===== src/rtl/memory_stage.sv =====
// Memory pipeline stage: issues loads/stores on a req/gnt/rvalid port, aligns load data, registers the MM bundle.
// Optional feature macro MEM_MISALIGN_CHECK_EN: misaligned half/word accesses skip memory and flag MM_misalign_o.
module memory_stage #(
    parameter int XLEN        = 32,
    parameter int PC_WIDTH    = 32,
    parameter int LOAD_WIDTH  = 5,
    parameter int STORE_WIDTH = 3
) (
    input  logic                   clk_i,
    input  logic                   rst_n,
    input  logic                   execute_vaild_i,
    input  logic [LOAD_WIDTH-1:0]  ED_load_op_i,
    input  logic [STORE_WIDTH-1:0] ED_store_op_i,
    input  logic [XLEN-1:0]        ED_valE_i,
    input  logic [XLEN-1:0]        ED_rs2_data_i,
    input  logic                   ED_need_dstE_i,
    input  logic [4:0]             ED_dstE_i,
    input  logic [PC_WIDTH-1:0]    ED_PC_i,
    input  logic                   ED_commit_i,
    input  logic                   writeback_allow_in_i,
    output logic                   memory_allow_in_o,
    output logic                   dmem_req_o,
    output logic                   dmem_we_o,
    output logic [XLEN-1:0]        dmem_addr_o,
    output logic [XLEN-1:0]        dmem_wdata_o,
    output logic [3:0]             dmem_wstrb_o,
    input  logic                   dmem_gnt_i,
    input  logic                   dmem_rvalid_i,
    input  logic [XLEN-1:0]        dmem_rdata_i,
    output logic                   memory_vaild_o,
    output logic [XLEN-1:0]        MM_valM_o,
    output logic                   MM_need_dstE_o,
    output logic [4:0]             MM_dstE_o,
    output logic [PC_WIDTH-1:0]    MM_PC_o,
`ifdef MEM_MISALIGN_CHECK_EN
    output logic                   MM_misalign_o,
`endif
    output logic                   MM_commit_o
);
    typedef enum logic [1:0] {S_IDLE, S_REQ, S_WAIT, S_HOLD} state_t;
    state_t r_state, w_next;

    logic [LOAD_WIDTH-1:0]  r_load_op;
    logic [STORE_WIDTH-1:0] r_store_op;
    logic [XLEN-1:0]        r_addr, r_wdata, r_hold_val;
    logic                   r_need, r_commit;
    logic [4:0]             r_dst;
    logic [PC_WIDTH-1:0]    r_pc;

    logic                   r_mm_vld, r_mm_need, r_mm_commit;
    logic [XLEN-1:0]        r_mm_valM;
    logic [4:0]             r_mm_dst;
    logic [PC_WIDTH-1:0]    r_mm_pc;

    logic w_mm_free, w_accept, w_ed_mem, w_ed_mis, w_ed_go, w_is_store, w_done;
    logic [7:0]      w_lbyte;
    logic [15:0]     w_lhalf;
    logic [XLEN-1:0] w_load_val, w_res_val, w_st_data;
    logic [3:0]      w_st_strb;

    assign w_mm_free  = ~r_mm_vld | writeback_allow_in_i;
    assign w_accept   = execute_vaild_i & memory_allow_in_o;
    assign w_ed_mem   = (|ED_load_op_i) | (|ED_store_op_i);
`ifdef MEM_MISALIGN_CHECK_EN
    assign w_ed_mis   = ((ED_load_op_i[1] | ED_load_op_i[4] | ED_store_op_i[1]) & ED_valE_i[0])
                      | ((ED_load_op_i[2] | ED_store_op_i[2]) & (|ED_valE_i[1:0]));
`else
    assign w_ed_mis   = 1'b0;
`endif
    assign w_ed_go    = w_ed_mem & ~w_ed_mis;
    assign w_is_store = |r_store_op;
    assign w_done     = ((r_state == S_REQ) & dmem_gnt_i & w_is_store)
                      | ((r_state == S_WAIT) & dmem_rvalid_i);

    always_ff @(posedge clk_i) begin
        if (!rst_n) r_state <= S_IDLE;
        else        r_state <= w_next;
    end

    always_comb begin
        w_next = r_state;
        case (r_state)
            S_IDLE:  if (w_accept && w_ed_go) w_next = S_REQ;
            S_REQ:   if (dmem_gnt_i) w_next = !w_is_store ? S_WAIT : (w_mm_free ? S_IDLE : S_HOLD);
            S_WAIT:  if (dmem_rvalid_i) w_next = w_mm_free ? S_IDLE : S_HOLD;
            S_HOLD:  if (w_mm_free) w_next = S_IDLE;
            default: w_next = S_IDLE;
        endcase
    end

    // Port fields are zero outside REQ so the bus is quiet while idle or after reset.
    always_comb begin
        memory_allow_in_o = rst_n & (r_state == S_IDLE) & w_mm_free;
        dmem_req_o        = (r_state == S_REQ);
        dmem_we_o         = dmem_req_o & w_is_store;
        dmem_addr_o       = dmem_req_o ? {r_addr[XLEN-1:2], 2'b00} : '0;
        dmem_wdata_o      = dmem_we_o ? w_st_data : '0;
        dmem_wstrb_o      = dmem_we_o ? w_st_strb : 4'b0000;
    end

    always_comb begin
        w_st_strb = 4'b0000;
        w_st_data = '0;
        if (r_store_op[0]) begin
            w_st_strb = 4'b0001 << r_addr[1:0];
            w_st_data = {4{r_wdata[7:0]}};
        end else if (r_store_op[1]) begin
            w_st_strb = 4'b0011 << {r_addr[1], 1'b0};
            w_st_data = {2{r_wdata[15:0]}};
        end else if (r_store_op[2]) begin
            w_st_strb = 4'b1111;
            w_st_data = r_wdata;
        end
    end

    assign w_lbyte = dmem_rdata_i[{r_addr[1:0], 3'b000} +: 8];
    assign w_lhalf = dmem_rdata_i[{r_addr[1], 4'b0000} +: 16];

    always_comb begin
        w_load_val = '0;
        if      (r_load_op[0]) w_load_val = {{(XLEN-8){w_lbyte[7]}}, w_lbyte};
        else if (r_load_op[1]) w_load_val = {{(XLEN-16){w_lhalf[15]}}, w_lhalf};
        else if (r_load_op[2]) w_load_val = dmem_rdata_i;
        else if (r_load_op[3]) w_load_val = {{(XLEN-8){1'b0}}, w_lbyte};
        else if (r_load_op[4]) w_load_val = {{(XLEN-16){1'b0}}, w_lhalf};
    end

    assign w_res_val = w_is_store ? r_addr : w_load_val;

    always_ff @(posedge clk_i) begin
        if (!rst_n) begin
            r_load_op <= '0;  r_store_op <= '0;  r_addr <= '0;  r_wdata <= '0;
            r_need <= 1'b0;   r_dst <= '0;       r_pc <= '0;    r_commit <= 1'b0;
            r_hold_val <= '0;
            r_mm_vld <= 1'b0; r_mm_valM <= '0;   r_mm_need <= 1'b0;
            r_mm_dst <= '0;   r_mm_pc <= '0;     r_mm_commit <= 1'b0;
        end else begin
            if (w_accept) begin
                r_load_op <= ED_load_op_i;  r_store_op <= ED_store_op_i;
                r_addr    <= ED_valE_i;     r_wdata    <= ED_rs2_data_i;
                r_need    <= ED_need_dstE_i; r_dst     <= ED_dstE_i;
                r_pc      <= ED_PC_i;       r_commit   <= ED_commit_i;
            end
            if (w_done) r_hold_val <= w_res_val;
            // A memory-op accept falls to the last branch: MM drains and a bubble follows.
            if (w_accept && !w_ed_go) begin
                r_mm_vld  <= 1'b1;               r_mm_valM   <= ED_valE_i;
                r_mm_need <= ED_need_dstE_i & ~w_ed_mis;
                r_mm_dst  <= ED_dstE_i;          r_mm_pc     <= ED_PC_i;
                r_mm_commit <= ED_commit_i;
            end else if ((w_done || r_state == S_HOLD) && w_mm_free) begin
                r_mm_vld  <= 1'b1;
                r_mm_valM <= (r_state == S_HOLD) ? r_hold_val : w_res_val;
                r_mm_need <= r_need;  r_mm_dst <= r_dst;
                r_mm_pc   <= r_pc;    r_mm_commit <= r_commit;
            end else if (w_mm_free) begin
                r_mm_vld  <= 1'b0;    r_mm_valM <= '0;  r_mm_need <= 1'b0;
                r_mm_dst  <= '0;      r_mm_pc   <= '0;  r_mm_commit <= 1'b0;
            end
        end
    end

`ifdef MEM_MISALIGN_CHECK_EN
    logic r_mm_mis;
    always_ff @(posedge clk_i) begin
        if (!rst_n)                    r_mm_mis <= 1'b0;
        else if (w_accept && !w_ed_go) r_mm_mis <= w_ed_mis;
        else if (w_mm_free)            r_mm_mis <= 1'b0;
    end
    assign MM_misalign_o = r_mm_mis;
`endif

    assign memory_vaild_o = r_mm_vld;
    assign MM_valM_o      = r_mm_valM;
    assign MM_need_dstE_o = r_mm_need;
    assign MM_dstE_o      = r_mm_dst;
    assign MM_PC_o        = r_mm_pc;
    assign MM_commit_o    = r_mm_commit;
endmodule

===== config.mk =====
export PLATFORM = sky130hd
export DESIGN_NAME = memory_stage
export DESIGN_NICKNAME = d
export VERILOG_FILES = /design/src/rtl/memory_stage.sv
export SDC_FILE = /design/constraint.sdc
export NUM_CORES = 1
export LEC_CHECK = 0
export ABC_AREA = 1
export CAP_MARGIN = 15
export CORE_MARGIN = 2
export CORE_UTILIZATION = 52
export CTS_CLUSTER_DIAMETER = 80
export DETAILED_ROUTE_END_ITERATION = 8
export PLACE_DENSITY = 0.95
export RECOVER_POWER = 50
export SYNTH_ARGS = -nofsm -noshare
export SYNTH_HDL_FRONTEND = slang
export SYNTH_SLANG_ARGS = --single-unit

===== constraint.sdc =====
create_clock -name clk_i -period 4.82 [get_ports clk_i]
set_clock_uncertainty 0.1 [all_clocks]
set_input_delay 1.205 -clock clk_i [delete_from_list [all_inputs] [get_ports clk_i]]
set_output_delay 1.205 -clock clk_i [all_outputs]
set_load 0.01 [all_outputs]

==> parameters.txt <==
Parameter                              Value

Status
  Outcome    complete, but fails checks
  Failing checks    max-capacitance violations, max-slew violations

Placed design
  Buffers on Ports    289
  Routability Congestion    0.945
  Placed instance area    0.0130 sq mm
  HPWL Detailed    23200 um

Route
  DR iter-0 viols    1405
  Total wire length    35300 um
  Average routed wire per standard cell    17.5 um
  Post-Route M1 WL    13000 um
  Metal2 WL    16300 um
  Antenna violation net count after detailed routing    0
  1st-pass router iterations    5
  Highest routed metal layer    met4
  Average via count per standard cell    5.75
  Total DRC errors in the routed layout    0
  Vias after detailed routing    11600
  Met3 Routed Length    4250 um

Global routing
  Initial antenna violation count    0
  Pin count of the biggest net entering global routing    113
  GRT Overall Usage    32.9%
  Via count of the first global-routing pass    10800
  Congestion Overflow GR    0
  Global-route wire length before repair    54700 um

Yosys
  Synthesis-stage register bit count    217
  Part of the Yosys area used for sequential elements    42.8%
  Netlist area before placement    0.0101 sq mm
  Average size of a mapped cell    6.68 sq um
  Distinct cell type count after synthesis    32
  Synthesis warning total    0
  Post-synthesis instance total    1519

Layout
  Post-route core utilization    71.5%
  Ant diodes    0
  Nets    1884
  Fill cell total of the finished layout    1483
  Synth-to-Final Area Change    36.2%
  Proportion of layout cells with a drive suffix above 1    4.17%
  Summed area of non-filler cells in the final layout    0.0138 sq mm

Die
  Core Rows    51
  Chip Height    144 um
  Top-Level Pins    292
  Initial Utilization    52.5%
  Core Area    0.0193 sq mm
  DIE AREA    0.0206 sq mm
  Overall die width    144 um

Worst hold path
  Worst hold path type    reg2reg
  Worst Hold Depth    2

Timing
  Least-Margin Pin Slew    1.83 ns
  Number of pins with negative max-slew slack in the final report    113
  Smallest hold slack    0.371 ns
  Unrepaired setup endpoints after global routing    false
  Final sum of negative setup slack    0 ns
  Total setup violations reported at the end of the flow    0
  Slew headroom    -22.2%
  Final period utilization    92.9%
  Fin crit period    4.48 ns
  FMAX    0.223 GHz
  Final Hold Vio Count    0

Setup path
  Sort of element at the end of the critical path    output pin
  Worst setup path class    reg2out
  Startpoint type of the worst setup path    flop
  R2r worst-path depth    7
  CP arrival    3.17 ns
  Required time of the critical path    3.51 ns
  Critical-path maximum fanout    18

Clock tree
  CTS Buf Count    24
  Clock buffer depth    3
  Gates resized, CTS repair    0
  Number of H-tree branching levels    1
  Sink Count    217
  Root buf cell    clkbuf_16
  CTS clk-pin slew, worst paths    0.06 ns
  Clock tree from TritonCTS    built
  Insertion delay to the later sink of the worst-skew pair    0.52 ns
  Post-CTS setup buffers    0
  Hold buffers post-CTS    0

Power and ir drop
  Maximum VDD drop    0.000281 V
  Tot Pwr    5.70 mW
  Pwr per Cell Area    413 mW/mm^2
  Leakage power total    5.75 nW

Run
  Number of maximum-capacitance constraint violations    1
-- cells in the mapped netlist --
cell / instances / area, sq um
o21ai_4: 1 / 16.3
a22oi_1: 16 / 120
o21ai_1: 2 / 10.0
nand3b_1: 7 / 52.6
a21oi_2: 1 / 8.76
dfxtp_1: 217 / 4340
buf_2: 37 / 185
nand2_4: 1 / 11.3
o211ai_1: 7 / 52.6
clkbuf_1: 73 / 274
nand2_1: 316 / 1190
a31oi_1: 39 / 244
clkbuf_2: 1 / 5.00
o22ai_1: 16 / 100
buf_4: 5 / 37.5
buf_1: 2 / 7.51
nor3b_1: 1 / 7.51
nand4_1: 1 / 6.26
or2_2: 1 / 6.26
a21oi_1: 177 / 886
clkinv_1: 2 / 7.51
inv_2: 6 / 22.5
nor2_4: 2 / 22.5
conb_1: 1 / 3.75
nor2_1: 256 / 961
nor3_2: 1 / 10.0
inv_1: 78 / 293
o21ai_0: 213 / 1070
nand3_1: 33 / 165
a211oi_1: 1 / 7.51
nor3_1: 4 / 20.0
and2_1: 1 / 6.26
-- critical path, stage by stage, from the launching register on --
cell	delay [ns]
dfxtp_2	0.57
inv_2	0.11
nand2_4	0.15
nor2_4	0.04
nor2_1	0.51
inv_1	0.46
a21oi_1	0.23
clkdlybuf4s50_1	0.57
-- final cells by class --
type | count | area (sq um) | area share [%]
Multi-Input combinational cell | 1099 | 4970 | 36.0
Sequential cell | 217 | 4350 | 31.4
Timing Repair Buffer | 307 | 3030 | 21.9
Clock buffer | 33 | 704 | 5.10
Tap cell | 265 | 332 | 2.40
Inverter | 86 | 325 | 2.35
Clock inverter | 9 | 109 | 0.788
-- routing by layer --
metal / GRT usage (%) / up-vias
met5: 0 / -
met4: 16.2 / 0
met3: 7.73 / 149
met2: 54.2 / 787
met1: 40.4 / 5222
li1: - / 5436
-- metrics by stage --
step                      instances  worst slack [ns]
after floorplan                1520              1.99
after global placement         1973             0.694
after detailed placement       1973             0.644
after CTS                      2015             0.190
after global routing           2016             0.197
final                          2016             0.343
-- cells by family (layout without fill, tap and decap cells) --
| family | count (synthesis) | after routing | share of synthesized area, % |
|---|---|---|---|
| other cells | 1 | 2 | 0.0370 |
| buf+inv | 204 | 435 | 8.20 |
| flops | 217 | 217 | 42.8 |
| simple gates | 624 | 624 | 24.2 |
| compound gates | 473 | 473 | 24.8 |
-- sequential cells by signal, summed over array words and instances, names as in the netlist, 32 cells and up --
name,cells
MM_valM_o,32
MM_PC_o,32
r_wdata,32
r_hold_val,32
r_addr,32
r_pc,32
-- power breakdown --
group	switching, mW	internal [mW]
Combinational	1.03	0.587
Clock	0.748	1.13
Sequential	0.170	2.04
Total	1.95	3.75
-- worst paths after layout --
kind / startpoint / end / slack (ns)
worst min-delay path: r_dst[3]$_SDFFE_PN0P_ / MM_dstE_o[3]$_SDFFE_PN0P_ / 0.37
worst max-delay path: r_store_op[1]$_SDFFE_PN0P_ / dmem_wstrb_o[0] / 0.34
worst max register to register: r_state[0]$_SDFFE_PN0P_ / MM_dstE_o[2]$_SDFFE_PN0P_ / 1.62
worst min register to register: r_dst[3]$_SDFFE_PN0P_ / MM_dstE_o[3]$_SDFFE_PN0P_ / 0.37
-- placed cells by master (no fill, tap or decap), types with 2 or more instances in the layout --
cell type and n:
nand2_1 314, nor2_1 256, dfxtp_1 216, clkdlybuf4s50_1 215, o21ai_0 213, a21oi_1 177
inv_1 78, dlygate4sd3_1 73, a31oi_1 39, nand3_1 33, clkbuf_16 24, a22oi_1 16
o22ai_1 16, buf_4 13, nand3b_1 7, o211ai_1 7, clkbuf_8 7, inv_2 5
nor3_1 5, clkinv_2 5, clkbuf_1 3, clkbuf_2 3, nor2_4 2, clkinv_1 2
nand2_2 2, o21ai_1 2, conb_1 2, bufinv_16 2
(Power assumes the default switching activity.)
